`src/rtl/cordic_sched.sv`:
```
// Round-robin issue scheduler sharing one ena-stalled cordicProc pipeline between NREQ requesters.
// A {vld, tag} shadow pipe moves in lockstep with the datapath and labels each returning result.
module cordic_sched #(
    parameter int NREQ    = 4,
    parameter int TAGW    = 2,
    parameter int LATENCY = 17
) (
    input  logic                 clk,
    input  logic                 rst,
    input  logic [NREQ-1:0]      req_valid,
    input  logic [16*NREQ-1:0]   req_x,
    input  logic [16*NREQ-1:0]   req_y,
    output logic [NREQ-1:0]      req_ready,
    output logic                 cp_ena,
    output logic [15:0]          cp_xin,
    output logic [15:0]          cp_yin,
    input  logic [19:0]          cp_rout,
    input  logic [15:0]          cp_aout,
    output logic                 res_valid,
    output logic [TAGW-1:0]      res_tag,
    output logic [19:0]          res_r,
    output logic [15:0]          res_a,
    input  logic                 res_ready,
    output logic [4:0]           inflight
);
    logic [LATENCY-1:0] vld;
    logic [TAGW-1:0]    tag [LATENCY];
    logic [TAGW-1:0]    ptr;
    logic [TAGW-1:0]    gnt;
    logic               gnt_found;
    logic               adv;
    logic               issue;
    logic               res_hs;

    // The whole pipe advances unless a finished result is waiting on the consumer.
    assign adv       = !vld[LATENCY-1] || res_ready;
    assign cp_ena    = adv;
    assign issue     = adv && gnt_found;
    assign res_hs    = vld[LATENCY-1] && res_ready;

    assign res_valid = vld[LATENCY-1];
    assign res_tag   = tag[LATENCY-1];
    assign res_r     = cp_rout;
    assign res_a     = cp_aout;

    // Lowest requester at or above ptr wins; otherwise wrap to the lowest requester overall.
    always_comb begin
        gnt_found = 1'b0;
        gnt       = '0;
        for (int i = 0; i < NREQ; i++) begin
            if (!gnt_found && req_valid[i] && (TAGW'(i) >= ptr)) begin
                gnt_found = 1'b1;
                gnt       = TAGW'(i);
            end
        end
        for (int i = 0; i < NREQ; i++) begin
            if (!gnt_found && req_valid[i]) begin
                gnt_found = 1'b1;
                gnt       = TAGW'(i);
            end
        end
    end

    always_comb begin
        req_ready = '0;
        cp_xin    = '0;
        cp_yin    = '0;
        for (int i = 0; i < NREQ; i++) begin
            if (issue && (gnt == TAGW'(i))) begin
                req_ready[i] = 1'b1;
                cp_xin       = req_x[16*i +: 16];
                cp_yin       = req_y[16*i +: 16];
            end
        end
    end

    always_ff @(posedge clk) begin
        if (rst) begin
            vld      <= '0;
            ptr      <= '0;
            inflight <= '0;
            for (int s = 0; s < LATENCY; s++) begin
                tag[s] <= '0;
            end
        end else begin
            if (adv) begin
                vld    <= {vld[LATENCY-2:0], issue};
                tag[0] <= issue ? gnt : '0;
                for (int s = 1; s < LATENCY; s++) begin
                    tag[s] <= tag[s-1];
                end
            end
            if (issue) begin
                ptr <= (gnt == TAGW'(NREQ-1)) ? '0 : gnt + TAGW'(1);
            end
            if (issue && !res_hs) begin
                inflight <= inflight + 5'd1;
            end else if (!issue && res_hs) begin
                inflight <= inflight - 5'd1;
            end
        end
    end
endmodule

```
`config.mk`:
```
export PLATFORM = sky130hd
export DESIGN_NAME = cordic_sched
export DESIGN_NICKNAME = d
export VERILOG_FILES = /design/src/rtl/cordic_sched.sv
export SDC_FILE = /design/constraint.sdc
export NUM_CORES = 1
export LEC_CHECK = 0
export CAP_MARGIN = 20
export CORE_MARGIN = 10
export CORE_UTILIZATION = 34
export CTS_BUF_LIST = sky130_fd_sc_hd__clkbuf_8
export DETAILED_ROUTE_END_ITERATION = 16
export PLACE_DENSITY = 0.79
export SLEW_MARGIN = 30
export SYNTH_ARGS = -nofsm -noshare
export SYNTH_HDL_FRONTEND = slang
export SYNTH_SLANG_ARGS = --single-unit
```
`constraint.sdc`:
```
create_clock -name clk -period 3.9 [get_ports clk]
set_input_delay 1.17 -clock clk [delete_from_list [all_inputs] [get_ports clk]]
set_output_delay 1.17 -clock clk [all_outputs]
set_load 0.01 [all_outputs]
```
==> results of run 1 <==
-- kinds of logic after synthesis --
kind of cell               count (synthesis)  synth area share (%)
AOI/OAI and AO/OA                        157                 22.75
xor gates and xnor gates                   2                0.4511
adders and majority gates                  9                 3.093
buffers and inverters                    115                 15.11
DFF                                       58                 38.66
muxes                                      3                0.8054
and+or+nand+nor                          162                 19.14
-- worst register-to-register path: stages (launching register included) --
cell      delay [ns]
dfxtp_1         0.33
nor2b_1         0.15
or2_1           0.34
inv_2           0.13
buf_4           0.15
ha_1            0.18
inv_1           0.10
buf_4           0.15
fa_1            0.38
nand3_1         0.11
a211oi_1        0.08
a31oi_1         0.17
mux2_2          0.35
-- metal layers --
layer  vias to the layer above  share of wire (%)  track usage, %  wire [um]
met5                         -                  0               0          0
met3                        36                8.3           7.372       1381
met2                       179                 54           34.84       8957
met1                      2000                 35           18.77       5761
met4                         0                3.3           7.435        548
li1                       2031                  -               -          -
-- final timing paths --
check	startpoint	endpoint	slack, ns
max	req_valid[0]	cp_yin[0]	-0.26
min	vld[2]	vld[2]	0.45
max reg2reg	vld[16]	inflight[4]	1.19
min reg2reg	vld[2]	vld[2]	0.45
-- timing repair --
| item | in CTS | in global routing |
|---|---|---|
| pin swaps | 35 | 41 |
| cloned | 9 | 1 |
| hold buffers | 0 | 0 |
| setup endpoints to repair | 36 | 37 |
| gates resized for setup | 240 | 49 |
| setup buffers | 9 | 6 |
-- registers in the layout, summed over array words and instances, names as in the netlist --
name      count
vld          17
tag          34
ptr           2
inflight      5
-- cell type report --
class                      instances  share of cell area, %
antenna                            1                0.03759
inverter                          38                  2.218
clock inverter                     7                  1.259
multi-input combinational        333                  32.01
timing repair buffer             244                  37.44
tap                              140                  2.631
sequential                        58                  22.55
clock buffer                       9                  1.861
-- synthesized netlist by cell type, drive strengths merged --
cell,n,area share (%)
a211oi,2,0.52
a21o,1,0.19
a21oi,87,11
a22oi,32,6.2
a31oi,1,0.16
and2,36,5.8
buf,51,8.9
clkbuf,26,2.5
dfxtp,24,12
edfxtp,34,26
fa,1,0.52
ha,8,2.6
inv,38,3.7
mux2,1,0.29
mux2i,2,0.52
nand2,68,6.6
nand2b,2,0.32
nand3,1,0.13
nor2,45,4.3
nor2b,2,0.32
nor3,1,0.26
nor4,4,0.81
nor4bb,1,0.26
o21a,1,0.19
o21ai,32,4.1
o22ai,1,0.16
or2,1,0.16
or3,1,0.16
xnor2,1,0.23
xor2,1,0.23
-- metrics by stage --
step	std cells	cell area [sq um]	setup TNS (ns)
after CTS	823	6415	-4.785
after detailed placement	789	5809	-34.30
after global placement	789	5809	-32.41
final	830	6658	-5.152
after global routing	829	6655	-7.931
after floorplan	506	3884	0
-- where the power goes --
| part | total [W] | switching, W | internal [W] | leakage, nW |
|---|---|---|---|---|
| clock | 0.000573 | 0.000221 | 0.000352 | 0.103 |
| sequential | 0.000674 | 0.0000147 | 0.000659 | 0.613 |
| combinational | 0.00129 | 0.000611 | 0.000677 | 2.11 |
| total | 0.00253 | 0.000847 | 0.00169 | 2.83 |
==> impl_metrics.yaml, run 1 <==
die:
  initial_utilization_pct: 35.21
  num_rows: 38
  core-area_sq_mm: 0.01103
  die_w_um: 126.9
  die_area_sq_mm: 0.01610
  die_h_um: 126.9
  io_pins: 252
setup_path:
  critPathBufInv: 6
  critPathCaptureType: "output port"
  required_ns: 2.73
  path_class: "in2out"
  cp-start-kind: "input pin"
  crit_path_max_incr_delay_ns: 0.23
  slowest_stage: "ha_4"
  r2r_cells: 12
  crit_top_cell: "buf_4"
  worstPathArrival_ns: 2.99
  cp_cell_sequence: "buf_8, a21oi_4, o21a_1, o22ai_1, buf_4, inv_4, ha_4, buf_12, buf_16, a21oi_2, o21ai_1, a22oi_1, nor2_1, buf_4"
  worst-path-stages: 14
  path_delay_family: "buffers and inverters"
  cp_max_fo: 8
global_route:
  grt_overflow: 0
  grt_pass1_vias: 4514
  grt_pass1_wl_um: 24670
  antenna_found_initial: 0
  grt_use_total_pct: 18.99
  grt_max_degree: 35
detailed_routing:
  via_per_inst: 5.116
  drc_errors: 0
  drtAntennaViolNets: 0
  wl_per_cell_um: 20.06
  drt_iter0_markers: 203
  vias: 4246
  drt-pass1-iter-count: 5
  routed_wirelength_um: 16650
timing:
  hold_viol: 0
  setup_viol: 32
  fmax_mhz: 240.6
  slew_violations: 0
  whs_ns: 0.4510
  relSlewSlack_pct: 71.65
  worst_pin_slew_ns: 0.4253
  setup_ws_ns: -0.2567
  rsz0062_at_grt: "true"
  fin_skew_ns: 0.005786
  period_needed_ns: 4.157
  post-route-period-util_pct: 106.6
hold_path:
  min_path_cells: 2
  hold_class: "reg2reg"
cells_and_area:
  finalNetCount: 864
  regArea_sq_mm: 0.001501
  drive_gt1_share_pct: 26.12
  syn_to_final_growth_pct: 71.42
  fin_util_pct: 60.36
  layout_common_cells: "139 x clkdlybuf4s50_1, 64 x nand2_1, 52 x a21oi_1"
  final_common_cell: "clkdlybuf4s50_1"
  multiInputGateArea_sq_mm: 0.002131
  fill_cells: 940
logic_synthesis:
  synth_nets: 686
  yosysWarnings: 0
  syn_area_per_cell_sq_um: 7.675
  synthCells: 506
  ys_ff_latch: 58
  netlist-cell-type-count: 35
  syn_area_sq_mm: 0.003884
  yosysSeqAreaShare_pct: 38.66
outcome:
  status: "finished, violations left"
  failed_checks: "setup timing"
cts:
  worstSkewPairLatency_ns: 0.32
  cts_buffers: 9
  htree_num_levels: 3
  clk_path_buf_depth: 2
  clkSinkCount: 58
  cts_tree: "yes"
  clkTransAtPathRegs_ns: 0.07
  root_buffer: "clkbuf_8"
power_and_ir_drop:
  totalPowerFinal_w: 0.002534
  leakage_nw: 2.828
  vdd_drop_max_v: 0.0003760
  power_density_mw_per_mm2: 380.7
place:
  io_buffers: 179
  gp_congestion: 0.8544
  dpl.hpwl_um: 12020
  dp_slack_ns: -1.047
job:
  max_cap_violations: 0
Power figures use the tool's default switching activity.
==> run 2: changes to the inputs <==
Settings changed: SLEW_MARGIN 30 to unset.
==> results of run 2 <==
No change in the layout: final DEF, timing and power equal those of run 1.
==> run 3: changes to the inputs <==
Settings changed: SKIP_LAST_GASP set to 1.
==> run 3 against run 2 <==
  * Critical endpoint unchanged
  * Register-to-register slack about the same
  * The flow still finishes with violations (setup timing)
  * Clock skew is essentially flat
  * Global-route usage decreased by 0.078 points
  * Highest routed layer unchanged
==> impl_metrics.yaml, run 3 (same netlist as run 1, synthesis figures left out) <==
outcome:
  status: "finished, violations left"
  failed_checks: "setup timing"
power_and_ir_drop:
  p_sw_w: 0.0008077
  p_sw_share_pct: 32.71
  p_comb_share_pct: 49.5
  leakage_nw: 2.786
  power.internal_w: 0.001662
  power_density_mw_per_mm2: 380.1
  totalPowerFinal_w: 0.002470
  clockPowerShare_pct: 23.2
  seqPwrFrac_pct: 27.3
  vdd_drop_max_v: 0.0003754
setup_path:
  path_class: "in2out"
  required_ns: 2.73
  r2r_slack_ns: 1.19
  worstReg2RegEnd: "inflight[4]"
  worstPathArrival_ns: 2.99
  cp-start-kind: "input pin"
  cp_max_fo: 8
  r2r_cells: 12
  critPathCaptureType: "output port"
  reg2reg_from: "vld[16]"
detailed_routing:
  wl_per_cell_um: 19.87
  vias: 4208
  drtAntennaViolNets: 0
  via_per_inst: 5.088
  routed_wirelength_um: 16430
  drt_iter0_markers: 251
  drc_errors: 0
  drt-pass1-iter-count: 4
cells_and_area:
  syn_to_final_growth_pct: 67.30
  layout_common_cells: "139 x clkdlybuf4s50_1, 68 x nand2_1, 67 x a21oi_1"
  multiInputGateArea_sq_mm: 0.001991
  drive_gt1_share_pct: 22.16
  final_common_cell: "clkdlybuf4s50_1"
  final_cell_count_no_fill: 827
  regArea_sq_mm: 0.001501
  finalNetCount: 861
  largest_register_ff_count: 34
  regMostFlops: "tag"
  fill_cells: 962
  biggestRegsByFlops: "tag x34, vld x17, inflight x5"
  fin_util_pct: 58.90
die:
  initial_utilization_pct: 35.21
  die_w_um: 126.9
  die_h_um: 126.9
  io_pins: 252
  num_rows: 38
  core-area_sq_mm: 0.01103
  die_area_sq_mm: 0.01610
job:
  max_cap_violations: 0
global_route:
  grt_pass1_wl_um: 24560
  grt_max_degree: 35
  grt_overflow: 0
  grt_use_total_pct: 18.91
  antenna_found_initial: 0
  grt_pass1_vias: 4501
cts:
  worstSkewPairLatency_ns: 0.32
  cts_tree: "yes"
  cts_buffers: 9
  clkSinkCount: 58
  root_buffer: "clkbuf_8"
  clk_path_buf_depth: 2
  clkTransAtPathRegs_ns: 0.07
  hold_buffers: 0
  htree_num_levels: 3
timing:
  fmax_mhz: 240.4
  fin_skew_ns: 0.005602
  period_needed_ns: 4.159
  rsz0062_at_grt: "true"
  whs_ns: 0.4525
  slew_violations: 0
  hold_viol: 0
  setup_ws_ns: -0.2591
  relSlewSlack_pct: 71.84
  post-route-period-util_pct: 106.6
  setup_tns_ns: -5.125
  setup_viol: 32
  worst_pin_slew_ns: 0.4224
hold_path:
  hold_class: "reg2reg"
  min_path_cells: 2
  whs_endpoint: "vld[2]"
  hp-start: "vld[2]"
place:
  gp_congestion: 0.8544
  io_buffers: 179
  dpl.hpwl_um: 12020
  dp_cells: 789
==> run 3: cell count changes in the layout (fill, tap and decap cells not counted), moves of 3 or more <==
| cell | change |
|---|---|
| o21ai_0 | +4 |
| a21oi_1 | +15 |
| a21oi_4 | -4 |
| a22oi_1 | +3 |
| a22oi_2 | -3 |
| nand2_1 | +4 |
| a21oi_2 | -11 |
==> run 3: what timing repair did <==
item	in CTS	in global routing
pin swaps	34	32
resized for setup	223	26
cloned	9	1
setup endpoints to repair	36	37
setup buffers	9	3
==> run 3: cell type report <==
cell class,count,area share [%]
tap,140,2.696
inverter,38,2.272
antenna,1,0.03851
clock buffer,9,1.906
multi-input combinational,333,30.64
clock inverter,7,1.290
sequential,58,23.11
timing repair buffer,241,38.05
==> run 3: critical path: stages <==
cell	delay (ns)
buf_8	0.09
a21oi_4	0.05
o21a_1	0.18
o22ai_1	0.17
buf_4	0.17
inv_4	0.05
ha_4	0.23
buf_12	0.16
buf_16	0.14
a21oi_2	0.10
o21ai_1	0.07
a22oi_1	0.17
nor2_1	0.08
buf_4	0.16
==> run 3: how the worst max path moves through the flow <==
stage                  from         end  cells after the start
2_1_floorplan  req_valid[0]  cp_yin[10]                     10
3_3_place_gp   req_valid[0]  cp_xin[11]                     13
3_5_place_dp   req_valid[0]  cp_xin[14]                     13
4_1_cts        req_valid[0]  cp_xin[14]                     14
5_1_grt        req_valid[0]   cp_yin[0]                     14
6_report       req_valid[0]   cp_yin[0]                     14
==> run 3: through the flow <==
| step | setup WS, ns | instance area [sq um] |
|---|---|---|
| after global routing | -0.3266 | 6495 |
| after global placement | -0.9557 | 5809 |
| after detailed placement | -1.047 | 5809 |
| final | -0.2591 | 6497 |
| after floorplan | 0.02537 | 3884 |
| after CTS | -0.2293 | 6367 |
==> run 3: routing by layer <==
layer	wire length (um)	global-route usage, %
met4	551	7.435
met3	1387	7.372
met1	5661	18.52
met5	0	0
met2	8832	34.87
==> run 3: power by group through the flow <==
stage          logic, W  registers [W]  clock network (W)
6_report        0.00122       0.000674           0.000573
5_1_grt         0.00132       0.000677           0.000613
4_1_cts         0.00117       0.000673           0.000585
3_5_place_dp    0.00103       0.000686                  0
3_3_place_gp    0.00102       0.000684                  0
2_1_floorplan  0.000489       0.000685                  0
